## config.mk

```make
export PLATFORM = sky130hd
export DESIGN_NAME = fifo_stream_reader
export DESIGN_NICKNAME = d
export VERILOG_FILES = /design/src/rtl/fifo_stream_reader.sv
export SDC_FILE = /design/constraint.sdc
export NUM_CORES = 1
export LEC_CHECK = 0
export ABC_AREA = 0
export CAP_MARGIN = 20
export CORE_MARGIN = 2
export CORE_UTILIZATION = 35
export CTS_CLUSTER_SIZE = 14
export DETAILED_ROUTE_END_ITERATION = 16
export DONT_BUFFER_PORTS = 1
export GPL_TIMING_DRIVEN = 0
export HOLD_SLACK_MARGIN = 0.08
export PLACE_DENSITY = 0.5
export SLEW_MARGIN = 10
export SYNTH_ARGS = -nofsm -noshare
export SYNTH_HDL_FRONTEND = slang
export SYNTH_SLANG_ARGS = --single-unit
```

## constraint.sdc

```tcl
create_clock -name clk -period 4.25 [get_ports clk]
set_input_delay 0.425 -clock clk [delete_from_list [all_inputs] [get_ports clk]]
set_output_delay 0.425 -clock clk [all_outputs]
set_load 0.005 [all_outputs]
```

## src/rtl/fifo_stream_reader.sv

```systemverilog
// Read-side adapter for the synchronous BRAM FIFO: pops words once the registered read
// data has settled and presents them as a valid/ready stream with packet framing.
module fifo_stream_reader #(
  parameter int DATA_WIDTH = 16,
  parameter int PACKET_LEN = 8,
  parameter int CNT_WIDTH  = 8
) (
  input  logic                  clk,
  input  logic                  reset,
  input  logic                  enable,
  input  logic [DATA_WIDTH-1:0] fifo_rd_data,
  input  logic                  fifo_empty,
  output logic                  fifo_rd_en,
  output logic [DATA_WIDTH-1:0] m_data,
  output logic                  m_valid,
  output logic                  m_last,
  input  logic                  m_ready,
  output logic [CNT_WIDTH-1:0]  word_count
);

  typedef enum logic [1:0] {ST_IDLE, ST_SETTLE, ST_POP, ST_STALL} state_e;

  state_e                state;
  logic                  head_ok_q, head_ok_d;
  logic [CNT_WIDTH-1:0]  pkt_cnt_q, pkt_cnt_d;
  logic [CNT_WIDTH-1:0]  word_count_q, word_count_d;
  logic [1:0]            buf_count_q, buf_count_d;
  logic                  wr_idx_q, rd_idx_q;
  logic [DATA_WIDTH:0]   buf_q [2];
  logic [DATA_WIDTH:0]   head_w;
  logic                  pop, xfer, last_flag;

  // head_ok is the only controller memory; the phase is decoded from it each cycle
  // because the pop must react combinationally to enable and fifo_empty.
  always_comb begin
    state = ST_IDLE;
    if (enable && !fifo_empty) begin
      if (!head_ok_q)              state = ST_SETTLE;
      else if (buf_count_q == 2'd2) state = ST_STALL;
      else                         state = ST_POP;
    end
  end

  assign fifo_rd_en = (state == ST_POP);
  assign pop        = fifo_rd_en;
  assign head_w     = buf_q[rd_idx_q];
  assign m_valid    = (buf_count_q != 2'd0);
  assign m_data     = head_w[DATA_WIDTH-1:0];
  assign m_last     = m_valid & head_w[DATA_WIDTH];
  assign xfer       = m_valid & m_ready;
  assign last_flag  = (pkt_cnt_q == CNT_WIDTH'(PACKET_LEN - 1));
  assign word_count = word_count_q;

  always_comb begin
    // A pop leaves the read address moving, so the next word needs one settle edge.
    head_ok_d    = ~fifo_empty & ~fifo_rd_en;
    pkt_cnt_d    = pkt_cnt_q;
    buf_count_d  = buf_count_q;
    word_count_d = word_count_q;
    if (pop) pkt_cnt_d = last_flag ? '0 : pkt_cnt_q + CNT_WIDTH'(1);
    if (xfer) word_count_d = word_count_q + CNT_WIDTH'(1);
    case ({pop, xfer})
      2'b10:   buf_count_d = buf_count_q + 2'd1;
      2'b01:   buf_count_d = buf_count_q - 2'd1;
      default: buf_count_d = buf_count_q;
    endcase
  end

  always_ff @(posedge clk or posedge reset) begin
    if (reset) begin
      head_ok_q    <= 1'b0;
      pkt_cnt_q    <= '0;
      word_count_q <= '0;
      buf_count_q  <= 2'd0;
      wr_idx_q     <= 1'b0;
      rd_idx_q     <= 1'b0;
      buf_q[0]     <= '0;
      buf_q[1]     <= '0;
    end else begin
      head_ok_q    <= head_ok_d;
      pkt_cnt_q    <= pkt_cnt_d;
      word_count_q <= word_count_d;
      buf_count_q  <= buf_count_d;
      if (pop) begin
        buf_q[wr_idx_q] <= {last_flag, fifo_rd_data};
        wr_idx_q        <= ~wr_idx_q;
      end
      if (xfer) rd_idx_q <= ~rd_idx_q;
    end
  end

endmodule

```

==> results of run 1 <==
## worst paths after layout
check,startpoint,end,depth (start not counted)
worst max-delay path,rd_idx_q,m_data[15],3
worst min-delay path,fifo_empty,head_ok_q,1
worst max register to register,buf_count_q[0],buf_count_q[1],8
worst min register to register,buf_q[16],buf_q[16],2
max in group asynchronous,reset,buf_q[22],3
min in group asynchronous,reset,buf_q[10],2
## cells by family (layout without fill, tap and decap cells)
| family | after synthesis | count (layout) |
|---|---|---|
| compound gates | 11 | 11 |
| xor+xnor | 15 | 15 |
| fa+ha+maj | 3 | 3 |
| buf+inv | 11 | 21 |
| flops | 55 | 55 |
| mux | 50 | 50 |
| simple gates | 39 | 39 |
## state kept, by name (all words and copies together), names as in the netlist
signal	flops
buf_count_q	2
buf_q	34
head_ok_q	1
pkt_cnt_q	8
rd_idx_q	1
word_count	8
wr_idx_q	1
## cell type report
type                       count  share of cell area
tap                           96              0.0447
inverter                       5             0.00698
clock inverter                 1             0.00326
sequential                    55               0.512
timing repair buffer           2              0.0112
buffer                         6              0.0135
multi-input combinational    118               0.377
clock buffer                   7              0.0321
## layout by cell type (no fill, tap or decap), types with 4 or more instances in the layout
master	instances
dfrtp_1	55
mux2_2	48
nand2_1	12
xnor2_1	11
clkbuf_8	6
nor2_1	5
o21ai_0	5
and3_1	4
nand3_1	4
xor2_1	4
nand4_1	4
## worst max-delay path: cells and delay by family (launching register included)
kind / cells / cell delay (ns)
flip-flops: 1 / 0.33
buffers and inverters: 2 / 1.01
multiplexers: 1 / 0.43
## repair_timing
item                                    4_1_cts  5_1_grt
hold buffers                                  1        0
hold endpoints to repair                     20        0
setup buffers                                 0        0
endpoints found under the setup margin        0        0
## through the flow
step,area [um^2],hold WS [ns],setup slack [ns],power [mW],instances
after global routing,2690,0.166,1.60,1.87,290
after detailed placement,2580,0.345,2.06,1.47,281
after global placement,2560,0.468,2.03,1.42,280
after CTS,2690,0.160,1.71,1.78,290
after floorplan,2440,0.450,2.46,1.33,184
final,2690,0.168,1.75,1.75,290
## where the power goes
group | internal, mW | leakage (nW) | switching [mW] | total (mW)
logic | 0.312 | 0.442 | 0.242 | 0.554
clock network | 0.134 | 0.0484 | 0.161 | 0.295
registers | 0.738 | 0.681 | 0.158 | 0.896
total | 1.18 | 1.17 | 0.561 | 1.75
## per-layer routing
metal,share of wire,wire (um),up-vias
met3,0.061,281,7
met5,0,0,-
li1,-,-,661
met2,0.55,2510,34
met4,0.013,61,0
met1,0.38,1740,718
==> results by stage, run 1 <==
Die:
- The effective utilization at floorplan is 0.360.
- The number of top-level pins is between 40 and 50.
- After floorplanning, the core was sized to cover ~6800 um^2.
- From bottom edge to top edge, the die measures around 88 um.
- The floorplan step defined a die boundary enclosing ~7700 um^2.
- In this run the core area contains 30 standard-cell rows.
- The die width is 87.6 um.

STA:
- The number of setup violations in the final report is 0.
- The clock arrives with 0.00447 ns of skew.
- Derived from the worst setup path, the maximum achievable clock frequency is 401 MHz.
- The minimum clock period is 2.50 ns.
- The worst-margin pin slew is 0.674 ns.
- Setup repair after global routing left no endpoint under its margin.
- The worst pin sits at a relative slew slack of 0.551.
- The final number of max-transition violations is 0.
- Of the available clock period, the critical path in the final layout requires 0.587.
- The count of endpoints failing hold in the final timing report is 0.
- Summed over all failing endpoints, the final setup total negative slack is 0 ns.

Setup path:
- The maximum fanout along the worst path is 10.
- The critical path is of the reg2out type.
- The kind of start point of the critical path is a flip-flop.
- For the worst setup path, the data arrival time is 2.07 ns.
- Data on the critical path is required at its endpoint by between 3 and 4 ns.
- Walking the worst path, the cells encountered are clkbuf_1 > buf_1 > mux2_2.
- The setup slack on the worst flop-to-flop path is roughly 2.3 ns.
- On the worst path, the slowest cell contributes a delay of a little under 0.6 ns.
- STA classifies the critical path endpoint as an output pin.
- The critical-path cell with the highest stage delay is buf_1.

GRT:
- The global-route wire length before repair is ~7500 um.
- The global routing usage summed across all routing layers is 0.129.
- The sum of overflow across all layers after global routing is 0.
- The initial antenna violation count is 0.
- In this run the most used layer during global routing was met2.
- The largest net degree at the start of global routing is 36.
- The met3 layer usage reported by global route is 0.0405.
- The number of global-route vias before repair came to between 1500 and 2000.
- The met2 routing resource usage after global routing is 0.232.
- For met1 alone, demand over resource in global routing was 0.145.

Synth:
- The net count after synthesis is about 210.
- The simple-gate share of the synthesized area is 0.0911.
- The netlist area before placement is between 2000 and 2500 um^2.
- The largest family of logic cells by synthesized area is multiplexers.
- The adder and majority gate portion of the synthesized area is 0.0154.
- The portion of netlist area occupied by mux cells is 0.229.
- dfrtp_1 takes more of the synthesized area than any other cell.
- The post-synthesis compound-gate area fraction is 0.0251.
- For this run, the register share of the synthesized area comes to 0.563.
- Of the total synthesized cell area, the portion taken by XOR and XNOR cells is 0.0537.
- Yosys attributes the largest share of cell area to dfrtp_1, mux2_2, xnor2_1, nand2_1, ha_1.
- Yosys printed 0 warnings.
- The mean area per synthesized cell is 13.3 um^2.
- The proportion of netlist area held by the largest area contributor is 0.563.
- Counting flops and latches in the post-synthesis netlist gives 55.
- Counting flops with an async set or reset pin after synthesis yields a share of 1.00.
- In this run, distinct cell masters in the synthesized netlist total 33.
- The number of enable flip-flop cells after synthesis is 0.
- The number of standard cells after synthesis is ~180.
- dfrtp_1 is the most common cell in the netlist.
- The prevailing post-synth register cell is dfrtp_1.
- The commonest cells after synthesis are dfrtp_1, mux2_2, nand2_1.

Clock network:
- The post-CTS clock slew at the launch and capture registers of the worst setup and hold paths is roughly 0.09 ns.
- At the later pin of the worst-skew pair, clock insertion delay measures 0.30 ns.
- The number of levels the H-tree was split into is 2.
- In this run the deepest clock path goes through 2 buffers.
- Gates resized during post-CTS repair numbered 0.
- TritonCTS built the clock tree.
- The clock drives 55 sinks.
- TritonCTS created 5 clock buffers.
- The root buffer cell chosen for the clock tree is clkbuf_8.

Pwr:
- The power per unit of standard cell area is between 600 and 700 nW/um^2.
- The maximum vdd ir drop is 219 uV.
- Summed over all cells, the static leakage comes to ~1.2 nW.

Final layout:
- The area growth from synthesis to layout is 10.0%.
- The layout cell share with drive strength beyond 1 is 0.345.
- The repair_antennas step left the layout with diodes totalling 0.
- Once layout is complete, the utilization of the core stands at 0.396.
- The total of fill cells in the finished design is 658.
- The post-layout net count is 217.
- The sequential standard cell area is about 1400 um^2.
- In the final layout, the multi-input gates occupy approximately 1000 um^2.

Route:
- The overall via count from detail_route is between 1000 and 1500.
- Wires add up to around 4600 um.
- The iteration count of the initial detailed-routing pass is 4.
- The count of nets left with antenna violations once routing finished came out at 0.
- The wire length per cell after detailed routing is 15.9 um.
- The detail-routed via count per cell is 4.90.
- The remaining design rule violation count is 0.
- The number of violations reported at the end of detailed-routing iteration 0 is 30.

Flow run:
- The tool flagged a number of max-cap violations equal to 0.

Run status:
- The flow ran to the end, and the final reports show no timing, DRC or antenna violations.

Placed design:
- The final weighted congestion in routability-driven placement is ~0.76.
- The final HPWL from detailed placement is 3450 um.
- Buffers placed on the I/O ports in this run total 0.

Min path:
- The min-delay analysis places its worst path in the category in2reg.
No activity file was read; power rests on OpenSTA's default activity.
==> run 2: changes to the inputs <==
==> constraint.sdc (replaced) <==
create_clock -name clk -period 2.3 [get_ports clk]
set_input_delay 0.23 -clock clk [delete_from_list [all_inputs] [get_ports clk]]
set_output_delay 0.23 -clock clk [all_outputs]
set_load 0.005 [all_outputs]
==> run 2 against run 1 <==
Setup slack got worse by 1.5 ns. Register-to-register slack worse by 2.0 ns. Global-route usage rose by 0.14 points. Largest cell class unchanged. Largest power group unchanged.
==> results by stage, run 2 (same netlist as run 1, synthesis figures left out) <==
Min path:
- The path category of the worst min-delay check is in2reg (unchanged).

STA:
- The worst-margin pin slew is 0.539 ns (was 0.674 ns).
- The final number of max-transition violations is 0 (unchanged).
- The count of endpoints failing hold in the final timing report is 0 (unchanged).
- The smallest setup slack after layout came to 0.235 ns (was 1.75 ns).
- The accumulated negative setup slack was 0 ns (unchanged).
- The worst slew margin relative to its limit came to 0.641 (was 0.551).
- The number of setup violations in the final report is 0 (unchanged).
- The clock period could shrink to a little over 2 ns.
- Setup repair after global routing missed its margin: no (unchanged).
- The worst clock skew is 0.00442 ns (was 0.00447 ns).
- The final cycle utilization of the critical path is 0.898.
- Timing would allow up to about 480 MHz.
- The worst hold slack across all endpoints came to 0.268 ns (was 0.168 ns).

Placed design:
- The final HPWL from detailed placement is 3450 um (unchanged).
- The number of buffer cells added on primary ports is 0 (unchanged).
- The placement-stage worst setup slack is 0.303 ns (was 2.06 ns).
- The final weighted congestion in routability-driven placement is 0.764 (unchanged).

Route:
- The number of violations reported at the end of detailed-routing iteration 0 was 28 (was 30).
- The overall via count from detail_route is 1498 (was 1420).
- The number of nets with antenna violations after detailed routing is 0 (unchanged).
- The total detailed-routing wirelength is 4670 um (was 4600 um).
- The remaining design rule violation count came to 0 (unchanged).
- The wire length per cell after detailed routing came to 15.2 um (was 15.9 um).
- The detail-routed via count per cell is 4.86 (was 4.90).
- The iteration count of the initial detailed-routing pass came to 4 (unchanged).

GRT:
- The initial antenna violation count was 0 (unchanged).
- The sum of overflow across all layers after global routing is 0 (unchanged).
- The global routing usage summed across all routing layers is 0.130 (was 0.129).
- The largest net degree at the start of global routing is 36 (unchanged).
- The number of global-route vias before repair came to 1582 (was 1543).
- The global-route wire length before repair is 7610 um (was 7530 um).

Setup path:
- The critical-path cell with the highest stage delay is clkbuf_1 (was buf_1).
- The longest individual stage delay on the worst path is 0.42 ns (was 0.58 ns).
- The family with the most delay on the worst path is buffers and inverters (unchanged).
- Chain of cells forming the critical path: clkbuf_1 > buf_2 > mux2_2 (was clkbuf_1 > buf_1 > mux2_2).
- The buffering stage count on the worst path with inverters included is 2 (unchanged).
- The arrival time at the worst endpoint is 1.83 ns (was 2.07 ns).
- The endpoint required time on the critical path was 2.07 ns (was 3.83 ns).
- The maximum fanout along the worst path is 10 (unchanged).
- The type of element capturing the critical path is an output pin (unchanged).
- The kind of start point of the critical path is a flip-flop (unchanged).
- The class of the most critical setup path is reg2out (unchanged).

Final layout:
- The most common cell after layout, fill and taps aside is dfrtp_1 (unchanged).
- The flip-flop count of the largest register, all copies and words added is 34 (unchanged).
- The post-layout net count is 235 (was 217).
- The register with the most flip-flops is buf_q (unchanged).
- The utilization after layout is 0.423 (was 0.396).
- Most used cells in the layout excluding fill and tap cells: dfrtp_1, mux2_2, dlygate4sd3_1 (was dfrtp_1, mux2_2, nand2_1).
- The total of fill cells in the finished design is 647 (was 658).
- The diode insertion count for antenna repair is 0 (unchanged).
- The layout cell share with drive strength beyond 1 is 0.321 (was 0.345).
- The area added between synthesis and finish came to 17.5% (was 10.0%).
- The sequential standard cell area is 1380 um^2 (unchanged).
- The multi-input gate area in the final layout is 1010 um^2 (unchanged).

Die:
- The number of top-level pins is 48 (unchanged).
- The die outline area came to 7670 um^2 (unchanged).
- The die width is 87.6 um (unchanged).
- The placeable core area is 6790 um^2 (unchanged).
- The row count is 30 (unchanged).
- The effective utilization at floorplan was 0.360 (unchanged).
- The die boundary height is 87.6 um (unchanged).

Clock network:
- The number of levels the H-tree was split into is 2 (unchanged).
- The number of buffers created by CTS is 5 (unchanged).
- The post-CTS clock slew at the launch and capture registers of the worst setup and hold paths is 0.09 ns (about the same).
- The number of buffers inserted by post-CTS setup repair is 0 (unchanged).
- The total number of clock tree sinks is 55 (unchanged).
- The TritonCTS clock tree is yes (unchanged).
- The clock root buffer master was clkbuf_8 (unchanged).
- The maximum count of clock buffers along a single path is 2 (unchanged).
- The insertion delay of the later-clocked pin in the worst-skew pair is 0.30 ns (about the same).

Pwr:
- The maximum vdd ir drop is 403 uV (was 219 uV).
- The leakage power is 1.25 nW (was 1.17 nW).
- The power per unit of standard cell area came to 1130 nW/um^2 (was 649 nW/um^2).

Flow run:
- The count of max-cap constraint violations came to 0 (unchanged).

Run status:
- Outcome: finished, final reports clean (unchanged).
[run 2: layer usage]
metal  up-vias  routed length [um]  GRT usage
met5         -                   0          0
met3         7                 262     0.0358
li1        697                   -          -
met1       756                1780      0.146
met4         0                  61     0.0434
met2        38                2570      0.238
[run 2: cell type report]
type | count | share of cell area
Inverter | 5 | 0.00654
Sequential cell | 55 | 0.479
Timing Repair Buffer | 20 | 0.0732
Tap cell | 96 | 0.0418
Buffer | 6 | 0.0131
Clock buffer | 7 | 0.0301
Clock inverter | 1 | 0.00305
Multi-Input combinational cell | 118 | 0.353
[run 2: worst paths after layout]
path | startpoint | endpoint | slack (ns) | cells after the start
setup / recovery | rd_idx_q | m_data[12] | 0.24 | 3
hold / removal | m_ready | word_count[1] | 0.27 | 3
setup reg to reg | buf_count_q[0] | buf_count_q[1] | 0.34 | 8
hold reg to reg | buf_q[16] | buf_q[16] | 0.49 | 2
max in group asynchronous | reset | buf_q[22] | 1.38 | 3
min in group asynchronous | reset | buf_q[31] | 0.38 | 2
[run 2: timing repair]
item / CTS / global route
resized for setup: 1 / 0
hold endpoints to repair: 53 / 0
endpoints found under the setup margin: 9 / 0
hold buffers: 19 / 0
[run 2: tightest hold or removal path, delay by kind of cell]
| kind | cells | cell delay, ns |
|---|---|---|
| AO/OA/AOI/OAI | 1 | 0.15 |
| AND/OR/NAND/NOR | 2 | 0.16 |
[run 2: power by group]
group / internal (mW) / switching [mW]
Combinational: 0.600 / 0.453
Clock: 0.247 / 0.297
Sequential: 1.36 / 0.293
Total: 2.21 / 1.04
[run 2: through the flow]
step / cells / power (mW) / area [um^2]
after global placement: 280 / 2.63 / 2560
final: 308 / 3.25 / 2870
after global routing: 308 / 3.49 / 2870
after CTS: 308 / 3.32 / 2870
after detailed placement: 281 / 2.72 / 2580
after floorplan: 184 / 2.46 / 2440
